### src/rtl/mux_pkg.sv
// Shared constants and mode encodings for the round-robin stream multiplexer.
package mux_pkg;

    localparam int unsigned DEFAULT_WIDTH = 16;
    localparam int unsigned DEFAULT_NCH   = 4;
    localparam int unsigned CNT_W         = 16;

    typedef enum logic {
        MODE_SEL = 1'b0,
        MODE_RR  = 1'b1
    } mux_mode_e;

endpackage

### src/rtl/rr_arbiter.sv
// Combinational round-robin search: first requester strictly after ptr, wrapping modulo NCH.
module rr_arbiter
    import mux_pkg::*;
#(
    parameter int unsigned NCH  = DEFAULT_NCH,
    parameter int unsigned SELW = $clog2(NCH)
) (
    input  logic [NCH-1:0]  req,
    input  logic [SELW-1:0] ptr,
    output logic            gnt_vld,
    output logic [SELW-1:0] gnt_idx
);

    logic [SELW-1:0] cand;

    // Walk offsets from farthest to nearest so the nearest valid candidate is the last write.
    always_comb begin
        gnt_vld = 1'b0;
        gnt_idx = '0;
        cand    = '0;
        for (int off = int'(NCH); off >= 1; off--) begin
            cand = SELW'((32'(ptr) + 32'(off)) % NCH);
            if (req[cand]) begin
                gnt_vld = 1'b1;
                gnt_idx = cand;
            end
        end
    end

endmodule

### src/rtl/stream_mux_rr.sv
// N-channel stream multiplexer with directed or round-robin selection into a single
// registered output slot; counts every word loaded.
module stream_mux_rr
    import mux_pkg::*;
#(
    parameter int unsigned WIDTH = DEFAULT_WIDTH,
    parameter int unsigned NCH   = DEFAULT_NCH,
    parameter int unsigned SELW  = $clog2(NCH)
) (
    input  logic                 clk,
    input  logic                 rst_n,
    input  logic                 mode,
    input  logic [SELW-1:0]      cntrl,
    input  logic [NCH*WIDTH-1:0] arg,
    input  logic [NCH-1:0]       arg_valid,
    output logic [NCH-1:0]       arg_ready,
    output logic [WIDTH-1:0]     dout,
    output logic [SELW-1:0]      dout_chan,
    output logic                 dout_valid,
    input  logic                 dout_ready,
    output logic [CNT_W-1:0]     xfer_cnt
);

    localparam logic [SELW-1:0] PTR_RST = SELW'(NCH - 1);

    logic [WIDTH-1:0] dout_q, dout_d;
    logic [SELW-1:0]  chan_q, chan_d;
    logic             valid_q, valid_d;
    logic [CNT_W-1:0] cnt_q, cnt_d;
    logic [SELW-1:0]  rr_ptr_q, rr_ptr_d;

    logic             rr_vld;
    logic [SELW-1:0]  rr_idx;
    logic             gnt_vld;
    logic [SELW-1:0]  gnt_idx;
    logic [WIDTH-1:0] gnt_data;
    logic             load_en;
    logic             load;

    rr_arbiter #(
        .NCH  (NCH),
        .SELW (SELW)
    ) u_rr_arbiter (
        .req     (arg_valid),
        .ptr     (rr_ptr_q),
        .gnt_vld (rr_vld),
        .gnt_idx (rr_idx)
    );

    assign load_en = !valid_q || dout_ready;
    assign load    = load_en && gnt_vld;

    // Directed mode matches cntrl against real channels only, so unused codes never grant.
    always_comb begin
        gnt_vld = 1'b0;
        gnt_idx = '0;
        if (mode == MODE_RR) begin
            gnt_vld = rr_vld;
            gnt_idx = rr_idx;
        end else begin
            for (int i = 0; i < int'(NCH); i++) begin
                if (cntrl == SELW'(i) && arg_valid[i]) begin
                    gnt_vld = 1'b1;
                    gnt_idx = cntrl;
                end
            end
        end
    end

    always_comb begin
        gnt_data = '0;
        for (int i = 0; i < int'(NCH); i++) begin
            if (gnt_idx == SELW'(i)) begin
                gnt_data = arg[i*WIDTH +: WIDTH];
            end
        end
    end

    // rst_n gating keeps every channel stalled while the block is held in reset.
    always_comb begin
        arg_ready = '0;
        for (int i = 0; i < int'(NCH); i++) begin
            arg_ready[i] = rst_n && load && (gnt_idx == SELW'(i));
        end
    end

    always_comb begin
        dout_d   = dout_q;
        chan_d   = chan_q;
        valid_d  = valid_q;
        cnt_d    = cnt_q;
        rr_ptr_d = rr_ptr_q;
        if (load_en) begin
            valid_d = gnt_vld;
        end
        if (load) begin
            dout_d = gnt_data;
            chan_d = gnt_idx;
            cnt_d  = cnt_q + CNT_W'(1);
            if (mode == MODE_RR) begin
                rr_ptr_d = gnt_idx;
            end
        end
    end

    always_ff @(posedge clk or negedge rst_n) begin
        if (!rst_n) begin
            dout_q   <= '0;
            chan_q   <= '0;
            valid_q  <= 1'b0;
            cnt_q    <= '0;
            rr_ptr_q <= PTR_RST;
        end else begin
            dout_q   <= dout_d;
            chan_q   <= chan_d;
            valid_q  <= valid_d;
            cnt_q    <= cnt_d;
            rr_ptr_q <= rr_ptr_d;
        end
    end

    assign dout       = dout_q;
    assign dout_chan  = chan_q;
    assign dout_valid = valid_q;
    assign xfer_cnt   = cnt_q;

    a_ready_onehot: assert property (@(posedge clk) disable iff (!rst_n) $onehot0(arg_ready));
    a_stall_no_ready: assert property (@(posedge clk) disable iff (!rst_n)
        (valid_q && !dout_ready) |-> (arg_ready == '0));

endmodule

### config.mk
export PLATFORM = sky130hd
export DESIGN_NAME = stream_mux_rr
export DESIGN_NICKNAME = d
export VERILOG_FILES = /design/src/rtl/mux_pkg.sv /design/src/rtl/rr_arbiter.sv /design/src/rtl/stream_mux_rr.sv
export SDC_FILE = /design/constraint.sdc
export NUM_CORES = 1
export LEC_CHECK = 0
export ABC_CLOCK_PERIOD_IN_PS = 2700
export CORE_ASPECT_RATIO = 1.75
export CORE_MARGIN = 2
export CORE_UTILIZATION = 40
export CTS_CLUSTER_DIAMETER = 50
export DETAILED_ROUTE_END_ITERATION = 8
export GPL_TIMING_DRIVEN = 0
export PLACE_DENSITY_LB_ADDON = 0.05
export RECOVER_POWER = 25
export SKIP_CTS_REPAIR_TIMING = 1
export SLEW_MARGIN = 20
export SYNTH_ARGS = -nofsm -noshare
export SYNTH_HDL_FRONTEND = slang
export SYNTH_SLANG_ARGS = --single-unit
### constraint.sdc
create_clock -name clk -period 2.7 [get_ports clk]
set_input_delay 0.54 -clock clk [delete_from_list [all_inputs] [get_ports clk]]
set_output_delay 0.54 -clock clk [all_outputs]
set_load 0.03 [all_outputs]
==> flow_summary.json <==
{
  "fmax_mhz": 365,
  "core_um2": 5540,
  "worstPathArrival_ns": 2.20,
  "synth_warnings": 0,
  "fin_util_pct": 68.0,
  "clk_pin_slew_ns": 0.07,
  "fp.dieH_um": 104,
  "antenna_found_initial": 0,
  "cts_sinks": 37,
  "min_path_type": "in -> async",
  "maxSlewHeadroom_pct": 3.77,
  "grt_use_total_pct": 20.2,
  "grt_pass1_vias": 2070,
  "ys_ff_latch": 37,
  "die_w_um": 61.3,
  "ant_nets": 0,
  "dieArea_um2": 6390,
  "start_util_pct": 41.5,
  "drv_slew": 0,
  "finalNonFillerCells": 414,
  "grt_overflow": 0,
  "vias": 2117,
  "post-route-drc-count": 0,
  "max_cap_viol_count": 0,
  "cts_tree": "done",
  "setup_violations": 1,
  "synth_ff_type": "dfrtp_1",
  "finalWirelength_um": 6400,
  "io_buffers": 112,
  "p_int_w": 0.00151,
  "power_w": 0.00252,
  "violations": "negative setup slack",
  "setup_ws_ns": -0.0427,
  "io_pins": 113,
  "switching_share_pct": 40.0,
  "insertion_delay_ns": 0.29,
  "drtPass1Iterations": 4,
  "end_kind": "output pin",
  "placed_cells_incl_taps": 393,
  "worstSetupStartpointType": "flop",
  "p_comb_share_pct": 52.6,
  "outcome": "finished with violations",
  "fin_crit_ns": 2.74,
  "crit_type": "reg -> out",
  "ys_seq_area_share_pct": 40.4,
  "netlist_area_um2": 2300,
  "required_ns": 2.16,
  "synth_nets": 279,
  "ys_types": 39,
  "cts-buffers-inserted": 5,
  "worst_pin_slew_ns": 1.44,
  "layout.nets": 412,
  "dp_hpwl_um": 4930,
  "hold_viol": 0,
  "clkPwrFrac_pct": 15.0,
  "place_congestion": 0.847,
  "syn2layout_area_growth_pct": 64.0,
  "fin_skew_ns": 0.00512,
  "setup-tns-final_ns": -0.0427,
  "htree_levels": 2,
  "fin_crit_sh_pct": 102,
  "vdd_drop_max_v": 0.000535,
  "clockBufferDepth": 2,
  "drtIter0Drc": 28,
  "core.rowCount": 36,
  "async_flop_share_pct": 100,
  "fillerInstances": 475,
  "syn_inst": 204,
  "drive_gt1_share_pct": 20.7,
  "powerDensity_nw_per_um2": 667,
  "antenna_cells": 0,
  "grt_start_max_net_pins": 29,
  "syn_avg_cell_area_um2": 11.3,
  "cts_root_buffer": "clkbuf_8",
  "p_seq_share_pct": 32.4,
  "wire_per_inst_um": 15.5,
  "rsz0062_at_grt": "true",
  "leakagePower_nw": 1.58,
  "p_switching_w": 0.00101,
  "synth-edff-count": 0,
  "grt_pass1_wl_um": 9910,
  "path_max_fanout": 5,
  "viasPerCell": 5.11
}
power groups by stage:
stage	Sequential [W]	Clock, W	Combinational [W]
global route	0.000838	0.000424	0.00140
CTS	0.000821	0.000394	0.00127
finish	0.000816	0.000376	0.00132
global placement	0.000826	0	0.00125
floorplan	0.00107	0	0.000509
detailed placement	0.000831	0	0.00126
final cells by class:
class	instances	area, µm²	area share (%)
timing repair buffer	128	1240	32.8
clock inverter	3	17.5	0.465
clock buffer	5	68.8	1.83
buffer	9	97.6	2.59
sequential	37	928	24.6
inverter	2	7.51	0.199
tap	76	95.1	2.52
multi-input combinational	154	1320	34.9
routing by layer:
layer | wire length [µm] | global-route usage [%] | share of wire [%] | vias up
met2 | 3120 | 32.6 | 49 | 81
li1 | - | - | - | 1023
met3 | 533 | 4.23 | 8.3 | 14
met5 | 0 | 0 | 0 | -
met4 | 176 | 7.45 | 2.8 | 0
met1 | 2580 | 25.9 | 40 | 999
synth_stat cells (2+ instances only):
library cell,instances,share of area [%]
dfrtp_1,35,38
mux2i_1,33,14
nand2_1,32,5.2
o221ai_2,16,10
xnor2_1,14,5.3
nand4_1,8,2.2
and3_1,6,1.6
nand3_1,6,1.3
nor3_1,6,1.3
nand2b_1,5,1.4
buf_6,3,1.5
mux2_2,3,1.5
nor2_1,3,0.49
a21oi_1,2,0.44
and4_1,2,0.76
buf_12,2,1.7
buf_2,2,0.44
dfstp_2,2,2.3
inv_1,2,0.33
nand2_4,2,0.98
nor2b_1,2,0.54
metrics by stage:
stage                     worst slack, ns  area, µm²  hold WS, ns
final                             -0.0427       3770        0.127
after global routing               -0.159       3770        0.135
after CTS                           -1.06       3620        0.130
after detailed placement            -1.06       3530        0.446
after global placement              -1.22       3510        0.459
after floorplan                   0.00945       2300        0.244
cells by family (layout without fill, tap and decap cells):
kind of cell | count (synthesis) | count (layout) | synth area share [%]
compound gates | 25 | 25 | 13.9
fa+ha+maj | 1 | 1 | 0.544
simple gates | 76 | 76 | 17.2
xor+xnor | 15 | 15 | 5.72
mux | 37 | 37 | 17.0
buf+inv | 13 | 147 | 5.28
flops | 37 | 37 | 40.4
critical path, stage by stage, from the launching register on:
cell      delay (ns)
dfstp_2         0.57
buf_4           0.12
nand2_1         0.06
a311oi_1        0.54
o32ai_4         0.23
nor3_2          0.20
buf_4           0.18
path summary, 6_finish.rpt:
| check | start | endpoint | slack [ns] | cells after the start |
|---|---|---|---|---|
| setup / recovery | rr_ptr_q[1]$_DFFE_PN1P_ | arg_ready[0] | -0.04 | 6 |
| hold / removal | rst_n | dout[10]$_DFFE_PN0N_ | 0.13 | 1 |
| setup reg to reg | rr_ptr_q[1]$_DFFE_PN1P_ | dout[7]$_DFFE_PN0N_ | 0.36 | 9 |
| hold reg to reg | xfer_cnt[15]$_DFFE_PN0N_ | xfer_cnt[15]$_DFFE_PN0N_ | 0.47 | 1 |
| max in group asynchronous | rst_n | dout[4]$_DFFE_PN0N_ | 0.94 | 2 |
| min in group clk | xfer_cnt[15]$_DFFE_PN0N_ | xfer_cnt[15]$_DFFE_PN0N_ | 0.47 | 1 |
cell usage in the layout (no fill, tap or decap), types with 2 or more instances in the layout:
cell type,netlist,routed
nand3_1,6,5
dfrtp_1,35,35
clkinv_2,0,2
dfstp_2,2,2
and4_1,2,2
nor3_1,6,5
buf_4,1,16
mux2i_1,33,33
o221ai_2,16,16
clkbuf_1,1,2
clkdlybuf4s50_1,0,100
clkbuf_8,0,5
nor2_2,0,2
buf_2,2,3
buf_12,2,2
buf_6,3,6
nand2_4,2,2
nand4_1,8,8
dlymetal6s2s_1,0,6
nand2_1,32,32
nand2b_1,5,5
and3_1,6,6
xnor2_1,14,14
nor2b_1,2,2
mux2_2,3,3
sequential cells by signal, summed over array words and instances, names as in the netlist:
name and count:
dout 16, xfer_cnt 16, dout_chan 2, rr_ptr_q 2
dout_valid 1
Power figures use the tool's default switching activity.
